--- src/rtl/layernorm_denorm_seq.sv ---
// layernorm_denorm_seq: rebuilds activations as sat(norm*std_dev + mean), one element per cycle
module layernorm_denorm_seq #(
  parameter int LEN = 8,
  parameter int W   = 16
) (
  input  logic                      clk,
  input  logic                      rst_n,
  input  logic                      in_valid,
  output logic                      in_ready,
  input  logic [LEN-1:0][W-1:0]     in_vec,
  input  logic [W-1:0]              mean,
  input  logic [W-1:0]              std_dev,
  output logic                      out_valid,
  input  logic                      out_ready,
  output logic [LEN-1:0][W-1:0]     out_vec,
  output logic                      out_sat
);
  localparam int IW = (LEN > 2) ? $clog2(LEN) : 1;
  localparam logic [IW-1:0] LAST = IW'(LEN - 1);
  typedef enum logic [1:0] {IDLE, RUN, DONE} state_t;
  state_t               state_q;
  logic [IW-1:0]        idx_q;
  logic [LEN-1:0][W-1:0] vec_q, out_vec_q;
  logic [W-1:0]         mean_q, std_q;
  logic                 out_valid_q, out_sat_q;
  logic signed [2*W:0]  prod_d, scaled_d;
  logic signed [2*W+1:0] sum_d;
  logic [W-1:0]         elem_d;
  logic                 sat_d;
  // Result fits in W bits only when all bits from the sign down to bit W-1 agree
  always_comb begin
    prod_d   = (2*W+1)'($signed(vec_q[idx_q])) * (2*W+1)'($signed({1'b0, std_q}));
    scaled_d = prod_d >>> 8;
    sum_d    = (2*W+2)'(scaled_d) + (2*W+2)'($signed(mean_q));
    sat_d    = !((&sum_d[2*W+1:W-1]) || !(|sum_d[2*W+1:W-1]));
    elem_d   = !sat_d ? sum_d[W-1:0] : sum_d[2*W+1] ? {1'b1, {(W-1){1'b0}}} : {1'b0, {(W-1){1'b1}}};
  end
  always_ff @(posedge clk or negedge rst_n) begin
    if (!rst_n) begin
      state_q     <= IDLE;
      idx_q       <= '0;
      vec_q       <= '0;
      mean_q      <= '0;
      std_q       <= '0;
      out_vec_q   <= '0;
      out_valid_q <= 1'b0;
      out_sat_q   <= 1'b0;
    end else begin
      case (state_q)
        IDLE: if (in_valid) begin
          vec_q     <= in_vec;
          mean_q    <= mean;
          std_q     <= std_dev;
          idx_q     <= '0;
          out_sat_q <= 1'b0;
          state_q   <= RUN;
        end
        RUN: begin
          out_vec_q[idx_q] <= elem_d;
          out_sat_q        <= out_sat_q | sat_d;
          idx_q            <= (idx_q == LAST) ? '0 : idx_q + 1'b1;
          if (idx_q == LAST) begin
            state_q     <= DONE;
            out_valid_q <= 1'b1;
          end
        end
        DONE: if (out_ready) begin
          out_valid_q <= 1'b0;
          state_q     <= IDLE;
        end
        default: state_q <= IDLE;
      endcase
    end
  end
  assign in_ready  = (state_q == IDLE);
  assign out_valid = out_valid_q;
  assign out_vec   = out_vec_q;
  assign out_sat   = out_sat_q;
endmodule
--- config.mk ---
export PLATFORM = sky130hd
export DESIGN_NAME = layernorm_denorm_seq
export DESIGN_NICKNAME = d
export VERILOG_FILES = /design/src/rtl/layernorm_denorm_seq.sv
export SDC_FILE = /design/constraint.sdc
export NUM_CORES = 1
export LEC_CHECK = 0
export CAP_MARGIN = 0
export CORE_ASPECT_RATIO = 0.6
export CORE_MARGIN = 5
export CORE_UTILIZATION = 57
export DETAILED_ROUTE_END_ITERATION = 16
export GPL_TIMING_DRIVEN = 1
export PLACE_DENSITY = 0.82
export SLEW_MARGIN = 20
export SYNTH_ARGS = -nofsm -noshare
export SYNTH_HDL_FRONTEND = slang
export SYNTH_SLANG_ARGS = --single-unit
--- constraint.sdc ---
create_clock -name clk -period 12.8 [get_ports clk]
set_input_delay 2.56 -clock clk [delete_from_list [all_inputs] [get_ports clk]]
set_output_delay 2.56 -clock clk [all_outputs]
set_load 0.01 [all_outputs]
# Yosys cells after proc, flatten, opt, wreduce, memory -nomap -nowiden
# Index checks and enable logic that the tools add are counted.
dict set report op_classes {
  addsub 2
  n_mul 1
  div_mod_pow 0
  order_cmp 2
  n_eq_ne 6
  n_shift 0
  muxes 19
  bitwise_logic 1
  n_reduce_logical 13
}
# cell n
set ops {}
lappend ops {{128-bit bitwise mux} 1}
lappend ops {{16-bit 2-to-1 mux} 4}
lappend ops {{16-bit binary-select mux with 3-bit select} 1}
lappend ops {{16-bit demux with 3-bit select} 1}
lappend ops {{16-bit by 17-bit multiplier with 33-bit output} 1}
lappend ops {{25-bit by 16-bit adder with 26-bit output} 1}
lappend ops {{19-bit AND reduction} 1}
lappend ops {{19-bit OR reduction} 1}
lappend ops {{2-bit 2-to-1 mux} 3}
lappend ops {{3-bit 2-to-1 mux} 2}
lappend ops {{2-bit inequality test (second input constant)} 3}
lappend ops {{2-bit case mux with 3 select lines} 1}
lappend ops {{3-bit case mux with 2 select lines} 1}
lappend ops {{3-bit AND reduction} 2}
lappend ops {{3-bit by 4-bit < comparator with 1-bit output (second input constant)} 1}
lappend ops {{1-bit case mux with 2 select lines} 2}
lappend ops {{2-bit AND reduction} 2}
lappend ops {{2-bit nonzero test} 2}
lappend ops {{3-bit by 1-bit adder with 3-bit output (second input constant)} 1}
lappend ops {{3-bit == test (second input constant)} 1}
lappend ops {{3-bit by 1-bit >= comparator with 1-bit output (second input constant)} 1}
lappend ops {{1-bit 2-to-1 mux} 3}
lappend ops {{2-bit by 1-bit == test with 1-bit output (second input constant)} 1}
lappend ops {{2-bit == test (second input constant)} 1}
lappend ops {{5 further kinds} 6}
dict set report word_totals {
  ff_bits 295
  latch_bits 0
  ramBits 0
  romBits 0
  inputBits 164
  out_inout_bits 131
  wordCells 66
  memories 0
}

# Depth between registers and ports, before layout
# Gate-level depths: netlist of the first run.
dict set report logic_depth {
  depth_word 10
  depth_mapped 44
  depth_no_buf 38
}

# Worst setup path after synthesis of the first run
# No wires, ideal clock.
dict set report synth_timing {
  path_kind {register to register}
  from {reg idx_q[0]}
  to {reg out_vec_q, in the netlist out_vec[0]}
  setup_time_ps 126
  t_arrival_ps 10025
  t_required_ps 12674
  slack_ps 2649
  stages_incl_launch_ff 43
  path_buffers 7
  synth_period_minus_slack_ps 10151
  cell_sequence {dfrtp_1 > buf_2 > buf_1 > clkbuf_1 > and2_1 > a221oi_1 > o22ai_1 > clkbuf_1 > nand2_1 > fa_1 > inv_1 > fa_1 > inv_1 > fa_1 > inv_1 > fa_1 > fa_1 > inv_1 > (+7 left out) > o211ai_2 > a31oi_1 > nor2b_1 > o21a_1 > nor2_1 > ha_1 > buf_2 > a21o_1 > a31o_1 > a221o_1 > nor4_1 > a211o_1 > o211ai_1 > nand4bb_1 > buf_2 > buf_6 > o21a_1 > a221o_1}
}
dict set report synth_via {
  elab_chain_cells 9
  elab_cells_between_ends 16
  classes_between {add/sub (1); mul (1); order compare (2); mux (7); reduce/logical (5)}
}
# element line
set synth_rtl {}
lappend synth_rtl {{start, declared} 22} ;# logic [IW-1:0] idx_q;
lappend synth_rtl {{start signal, assigned} 61} ;# idx_q <= (idx_q == LAST) ? '0 : idx_q + 1'b1;
lappend synth_rtl {{16-bit binary-select mux with 3-bit select} 32} ;# prod_d = (2*W+1)'($signed(vec_q[idx_q])) * (2*W+1)'($signed({1'b0, std_q}));
lappend synth_rtl {{16-bit 2-to-1 mux (not written as such)} 32}
lappend synth_rtl {{16-bit by 17-bit multiplier with 33-bit output} 32}
lappend synth_rtl {{25-bit by 16-bit adder with 26-bit output} 34} ;# sum_d = (2*W+2)'(scaled_d) + (2*W+2)'($signed(mean_q));
lappend synth_rtl {{19-bit OR reduction} 35} ;# sat_d = !((&sum_d[2*W+1:W-1]) || !(|sum_d[2*W+1:W-1]));
lappend synth_rtl {{1-bit logical NOT} 35}
lappend synth_rtl {{1-bit logical OR} 35}
lappend synth_rtl {{16-bit 2-to-1 mux} 36} ;# elem_d = !sat_d ? sum_d[W-1:0] : sum_d[2*W+1] ? {1'b1, {(W-1){1'b0}}} : {1'b0, {(W-1){1'b1}}};
lappend synth_rtl {{128-bit bitwise mux (*)} 59} ;# out_vec_q[idx_q] <= elem_d;
lappend synth_rtl {{end signal, assigned by index} 59}
lappend synth_rtl {{end, declared} 23} ;# logic [LEN-1:0][W-1:0] vec_q, out_vec_q;
# Mark *: on every way between the ends. The rest lies on a longest branch, timed or not. The select of a mux whose other input is x is not followed.
# A chain may end at the register's enable or synchronous reset.

# Worst setup path after layout of the first run
dict set report layout_timing {
  from {reg idx_q[0]}
  to {reg out_vec_q, in the netlist out_vec[118]}
}
# The elaborated chain is that of the path after synthesis.

==> results of run 1 <==
kinds of logic after synthesis:
family | Yosys count
AO/OA/AOI/OAI | 351
multiplexers | 204
XOR/XNOR | 36
AND/OR/NAND/NOR | 563
flip-flops | 295
buffers and inverters | 363
adder cells (fa/ha/maj) | 342
layout make-up:
class	count	area (sq um)
fill	2796	12100
sequential	295	7380
antenna	3	7.51
tap	522	653
timing repair buffer	319	3140
inverter	260	976
multi-input combinational	1496	13800
clock inverter	16	200
clock buffer	35	777
final timing paths:
check                                to        start  slack (ns)
setup / recovery           out_vec[118]     idx_q[0]        1.09
hold / removal              out_vec[19]  out_vec[19]        0.50
setup reg to reg           out_vec[118]     idx_q[0]        1.09
hold reg to reg             out_vec[19]  out_vec[19]        0.50
max in group asynchronous  out_vec[116]        rst_n        9.32
min in group asynchronous     vec_q[69]        rst_n        2.04
synthesized netlist by cell type, types with 17 or more instances:
master,instances,area [sq um]
dfrtp_1,295,7380
inv_1,260,976
nand2_1,255,957
fa_1,194,3880
mux2_2,178,2000
ha_1,148,1850
and2_1,96,601
o211ai_1,90,676
nor2_1,78,293
clkbuf_1,76,285
a21oi_1,44,220
nor2b_1,36,225
a21o_1,29,218
o21a_1,26,195
a221o_1,25,250
o21ai_0,24,120
xnor2_1,23,201
nand2b_1,21,131
a221oi_1,19,166
nor3_1,17,85.1
registers in the layout (all words and copies together) (netlist names):
name	cells
out_vec	128
mean_q	16
idx_q	3
out_sat	1
std_q	16
out_valid	1
vec_q	128
state_q	2
through the flow:
| stage | std cells | util | instance area, sq um |
|---|---|---|---|
| floorplan | 2154 | - | 22600 |
| global placement | 2892 | 0.664 | 26000 |
| detailed placement | 2892 | 0.664 | 26000 |
| CTS | 2943 | 0.689 | 26900 |
| global route | 2946 | 0.689 | 27000 |
| finish | 2946 | 0.689 | 27000 |
layer usage:
metal / GRT usage / up-vias
met5: 0 / -
met4: 0.103 / 2
met3: 0.0909 / 166
met2: 0.460 / 925
met1: 0.439 / 8921
li1: - / 7776
worst register-to-register path, delay by kind of cell (launching register included):
| family | cells | cell delay [ns] |
|---|---|---|
| buffers and inverters | 5 | 0.74 |
| adders and majority gates | 8 | 3.68 |
| AOI/OAI and AO/OA | 14 | 4.01 |
| muxes | 1 | 0.52 |
| DFF | 1 | 0.99 |
| and+or+nand+nor | 7 | 1.59 |
==> summary.md, run 1 <==
| Metric | Value |
|---|---|
| Outcome | completed |
| DRT iter0 DRCs | around 1700 |
| Cells after Synth | approximately 2200 |
| Metal-1 WL | 28.3 mm |
| Vias per inst | 6.04 |
| Slew Viols, Final | 0 |
| CTS Hold Buffers Added | 0 |
| Commonest cells after routing, fill and taps aside | 293 x dfrtp_1, 293 x clkdlybuf4s50_1, 260 x inv_1, 255 x nand2_1, 194 x fa_1 |
| Critical path depth | 35 |
| Max Fclk | around 85 MHz |
| Post-Synth XOR/XNOR Area | 0.0140 |
| Reg2Reg Depth | 35 |
| Drt wl/cell | between 20 and 25 um |
| Core Area | just under 40000 sq um |
| Worst Path Required | about 13 ns |
| # setup viols final | 0 |
| Slew @ Worst Pin | about 1.2 ns |
| Row count | 56 |
| Die Wd | between 200 and 300 um |
| Yosys synthesis warning count | 0 |
| Post-synthesis cell area | 22600 sq um |
| EDFF count, synth | 0 |
| Max_cap viols | 0 |
| Register area share after synthesis | 0.327 |
| Setup ws final | 1.09 ns |
| Remaining DRCs | 0 |
| Largest net degree at the start of global routing | 121 |
| Antenna viol nets, final | 0 |
| Hold crit path type | flip-flop to flip-flop |
| Synth Register Bits | 295 |
| Post_cts resized | 0 |
| Ys async rst share | 1.00 |
| Clk sink count | a little under 300 |
| TNS Setup | 0 ns |
| TritonCTS Buffers | 28 |
| Crit-path most repeated cell | fa_1 |
| Final worst-path cycle share | 0.915 |
| Dominant synthesized flop cell | dfrtp_1 |
| Vias in the first global route | 18700 |
| CP endpoint kind | flip-flop |
| Max incr delay on CP | roughly 0.99 ns |
| Crit start category | flip-flop |
| Pre-CTS setup slack | 1.13 ns |
| Die Span Y | approximately 160 um |
| 1st-pass router iterations | 5 |
| Post-CTS Setup Bufs | 0 |
| Crit Path Max Fanout | 35 |
| Total gr overflow | 0 |
| WP buf/inv | 5 |
| Reg clk slew, reported paths | approximately 0.07 ns |
| Syn avg cell area | approximately 10 sq um |
| CTS tree | done |
| Simple-gate portion of the synthesized area | 0.119 |
| Root Buffer | clkbuf_16 |
| Syn Nets | between 2000 and 3000 |
| Yosys cell types | approximately 80 |
| Routability-driven placement congestion ratio | just under 1 |
| Synth Area in Compound Gates | 0.117 |
| Initial antenna violation count | 4 |
| Met2 routed WL | between 20 and 30 mm |
| DRT Wirelength | between 60 and 70 mm |
| Final Hold Viols | 0 |
| Hold slack | around 0.5 ns |
| CP delay by family, top | compound AO/OA/AOI/OAI gates |
| Main combinational cell family by area after synthesis | adder cells |
| CTS HTree Levels | 1 |
| Clock tree buffer depth | 3 |
| Post-synthesis adder-cell area fraction | 0.254 |
| Net count reported at finish | 2906 |
| Worst hold stages | 2 |
| Total track usage | 0.309 |
| Ports | about 300 |
| Port bufs | roughly 290 |
| Fraction of layout cells with a size suffix above 1 | 0.122 |
| Fin Clk Skew | ~0.019 ns |
| Area growth syn-to-layout | 19.3% |
| Die area | ~44000 sq um |
| Clock network latency to the later pin of the worst-skew pair | approximately 0.58 ns |
| First-pass GRT wire length | between 100 and 150 mm |
| Max_slew headroom | 0.214 |
| Critical path data arrival time | 12.12 ns |
| Critical path's slowest cell | dfrtp_2 |
| Crit path time final | 11.71 ns |
| Dpl hpwl | 50.8 mm |
| Uppermost layer routed | met5 |
| Critical path class | flip-flop to flip-flop |
| RSZ-0062 raised after global routing | false |
| Vias | around 18000 |
| Post-synthesis mux area share | 0.107 |
| Starting Density | 0.578 |
| Met3 wire length | between 7 and 8 mm |
Power of run 1 is not shown: default switching activity piles up to over one toggle a cycle in this logic, so the estimate is an artifact.
==> run 2: changes to the inputs <==
HOLD_SLACK_MARGIN = 0.05   (was unset)
==> results of run 2 <==
Final layout, timing and power as in run 1 (identical DEF).
Power of run 2 is left out for the same reason.
==> RTL change 1, RTL diff (config.mk and constraints of run 1) <==
`LEN`: 8 -> 4.
--- a/src/rtl/layernorm_denorm_seq.sv
+++ b/src/rtl/layernorm_denorm_seq.sv
@@ -2,3 +2,3 @@
 module layernorm_denorm_seq #(
-  parameter int LEN = 8,
+  parameter int LEN = 4,
   parameter int W   = 16
Ports: changed (resized in_vec and out_vec); port bits go from 295 to 167. No check against the original RTL was run, so the function may have changed too.
==> RTL change 1 against run 1 <==
Clock skew decreased by 2.2 ps; area after synthesis decreased by 25%; setup slack better by 700 ps; routed wire length shrank 32%; final area fell by 28%; sequential cell count decreased by 129; non-clock buffer count fell by 148; first-iteration DRC count down 36%; critical path depth shrank 2; cell count shrank 19%; fmax rose by 6.4%; die area decreased by 24%; critical endpoint is now out_vec[54].
Power is not shown: default switching activity piles up to over one toggle a cycle in this logic, so the estimate is an artifact.
==> RTL change 1: results (changes against run 1) <==
Layout clock area frac 3.251% (-0.37 points); Distinct cells, synth 80 (+1.3%); R2R depth 33 (-5.7%); vias in the first global route 14.24k (-24%); register area 0.004154 mm² (-44%); H-Tree Level Count 4 (+3); Seq Cell Count 166 (-44%); HPWL after DPL 35.03 mm (-31%); Non-clk invs 252 (-3.1%); Hold Worst Slack 476.1 ps (-25.47 ps); relative slew slack 28.07% (+6.7 points); reg-to-reg critical path startpoint idx_q[1]; first-pass GRT wire length 74.60 mm (-30%); synth cell count leaders 513 x nand2_1, 252 x inv_1, 194 x fa_1; Top delay family on crit path adder cells; largest net degree at the start of global routing 100 (-17%); fraction of area in multi-input gates 59.18% (+7.9 points); Vias/cell 5.743 (-4.9%); Max clock buf depth 2 (-1); diode count 0 (-3); outcome finished clean; worst-path fanout max 61 (+74%); post-synthesis compound-gate area fraction 9.486% (-2.2 points); initial antenna violation count 0 (-4); post_cts resized 0 (unchanged); final WL 45.87 mm (-32%); port buffer count 166 (-44%); NonClk Buf Share 8.750% (-2.9 points); Total GRT Usage 28.22% (-2.7 points); Non-Clock Buffer Count 171 (-46%); Critical Path AT 11330 ps (-790 ps); R2R Setup Slk 1790 ps (+700 ps); syn_nets 2319 (-13%); root buf cell clkbuf_16; Slowest-stage cell, CP dfrtp_1; Final #Nets 2420 (-17%); Initial DRC Count 1073 (-36%); Synth Area in Adders 33.93% (+8.5 points); TritonCTS Buffers 17 (-39%); Critical Path End out_vec[54]; RePlAce Congestion 0.9090 (-6.6%); min-delay src vec_q[36]; Worst path max stage delay 910 ps (-80 ps); YS warnings 0 (unchanged); Clock Latency Late Sink 460 ps (-120 ps); hold-critical path endpoint vec_q[36]; share of cells above drive strength 1 4.525% (-7.7 points); post-synthesis mux area share 2.292% (-8.4 points); fillers 2319 (-17%); xor/xnor cell area share of the yosys netlist 2.064% (+0.67 points); multi-input gates 1368 (-8.6%); synth top area cells dfrtp_1 24%, fa_1 23%, nand2_1 11%
## RTL change 1: cell types whose count changed in the layout (fill, tap and decap cells not counted), moves of 18 or more
cell             delta
a221oi_1           -19
a221o_1            -24
nor2b_1            -34
buf_4              -18
clkdlybuf4s50_1   -128
o211ai_1           -84
and2_1             +18
nand2_1           +256
mux2_2            -177
nor2_1             -29
o21a_1             -20
o311ai_1           +58
dfrtp_1           -127
## RTL change 1: stage by stage
| step | utilization, % | std cells | cell area (µm²) | setup slack, ps |
|---|---|---|---|---|
| floorplan | - | 1875 | 16980 | 3204 |
| global placement | 64.61 | 2357 | 18780 | 1913 |
| detailed placement | 64.61 | 2357 | 18780 | 1708 |
| CTS | 66.79 | 2389 | 19410 | 1626 |
| global route | 66.86 | 2389 | 19430 | 1235 |
| finish | 66.86 | 2389 | 19430 | 1791 |
## RTL change 1: layer usage
layer,track usage (%),up-vias,share of wire (%)
met2,42.98,592,45
met1,40.27,6834,43
met4,7.671,0,2.0
met5,0,-,0
li1,-,6210,-
met3,7.958,83,10
==> RTL change 2, RTL diff (settings of run 1) <==
Made on the original files. Reset style: synchronous (`rst_n`), changed in one clocked block.
--- a/src/rtl/layernorm_denorm_seq.sv
+++ b/src/rtl/layernorm_denorm_seq.sv
@@ -37,3 +37,3 @@
   end
-  always_ff @(posedge clk or negedge rst_n) begin
+  always_ff @(posedge clk) begin
     if (!rst_n) begin
Formal check against the unedited RTL: not equivalent (a bounded check fails within 4 cycles, from zero or initial values and one cycle with rst_n low; the reset may be asserted at any time).
==> RTL change 2 against run 1 <==
Final area is 4.9% lower; critical path type unchanged; count of clock-buffer cells in the layout grew 3; via count grew 9.8%; area after synthesis shrank 4.8%; sequential cell count unchanged; routed wire length rose by 3.4%; fmax fell by 2.3%; synthesized cell count grew 20%; setup slack worse by 270 ps; first-iteration DRC count is 26% higher.
Power is left out: it rests on default switching activity, and per cell area and clock period it moved more than threefold.
==> RTL change 2: results (changes against run 1) <==
Placed Instance Area 0.02468 mm² (-4.9%); syn_area_per_cell 8.319 µm² (-21%); HPWL after DPL 53.03 mm (+4.5%); routed via count 19.54k (+9.8%); Distinct cells, synth 74 (-6.3%); routed len/inst 21.03 µm (-8.0%); outcome finished clean; register area share after synthesis 27.46% (-5.2 points); Max clock buf depth 3 (unchanged); TritonCTS Buffers 29 (+3.6%); Slowest-stage cell, CP nor2b_1; syn_nets 3091 (+16%); RePlAce Congestion 0.9858 (+1.3%); largest net degree at the start of global routing 120 (-0.83%); Initial DRC Count 2118 (+26%); initial antenna violation count 3 (-1); Vias/cell 5.900 (-2.3%); relative slew slack 25.64% (+4.2 points); synth cell count leaders 508 x nand2_1, 305 x a21oi_1, 295 x dfxtp_1; drt first pass iters 6 (+1); Post-Route Skew 15.26 ps (-4.206 ps); Worst path max stage delay 750 ps (-240 ps); share of cells above drive strength 1 5.147% (-7.1 points); fillers 2896 (+3.6%); first-pass GRT wire length 109.5 mm (+3.0%); vias in the first global route 19.58k (+4.6%); synth top area cells dfxtp_1 27%, fa_1 18%, nand2_1 8.9%; worst-path fanout max 42 (+20%); ys async rst share 0% (-100 points); Critical Path AT 12390 ps (+270 ps)
-- RTL change 2: area by class of cell --
cell class,count,share of cell area [%]
Clock buffer,38,3.040
Clock inverter,13,0.5563
Inverter,262,3.855
Multi-Input combinational cell,1870,54.76
Tap cell,513,2.503
Sequential cell,295,23.05
Timing Repair Buffer,320,12.23
-- RTL change 2: through the flow --
step	hold slack, ps	util [%]	setup slack [ps]
2_1_floorplan	432.1	-	1941
3_3_place_gp	439.3	65.81	1196
3_5_place_dp	446.6	65.81	860.1
4_1_cts	455.2	68.27	770.5
5_1_grt	470.0	68.37	22.36
6_report	455.0	68.37	815.3
-- RTL change 2: worst paths after layout --
kind,end,cells past startpoint,start,slack [ps]
min reg2reg,vec_q[58],2,vec_q[58],450
max reg2reg,out_vec[66],37,idx_q[1],820
max,out_vec[66],37,idx_q[1],820
min,vec_q[58],2,vec_q[58],450
-- RTL change 2: what timing repair did --
action	in CTS	in global routing
gates resized for setup	0	2
buffers inserted	0	3
setup endpoints to repair	0	104
-- RTL change 2: critical path: cells and delay by family, from the launching register on --
kind | cells | cell delay (ps)
simple gates | 9 | 2480
compound gates | 15 | 4260
xor+xnor | 1 | 160
fa+ha+maj | 8 | 3780
buf+inv | 4 | 420
flops | 1 | 680
-- RTL change 2: logic make-up after synthesis --
| group | count (synthesis) | synth area share, % |
|---|---|---|
| flops | 295 | 27.46 |
| simple gates | 845 | 17.40 |
| fa+ha+maj | 342 | 26.67 |
| compound gates | 593 | 16.31 |
| buf+inv | 420 | 7.424 |
| xor+xnor | 40 | 1.629 |
| mux | 50 | 3.113 |
-- RTL change 2: metal layers --
layer  GRT usage (%)  vias up  routed length (µm)
li1                -     8894                   -
met3           9.145      165                8258
met4           9.765        6                2506
met5               0        -                  37
met2           48.64     1147               29610
met1           46.24     9324               29200
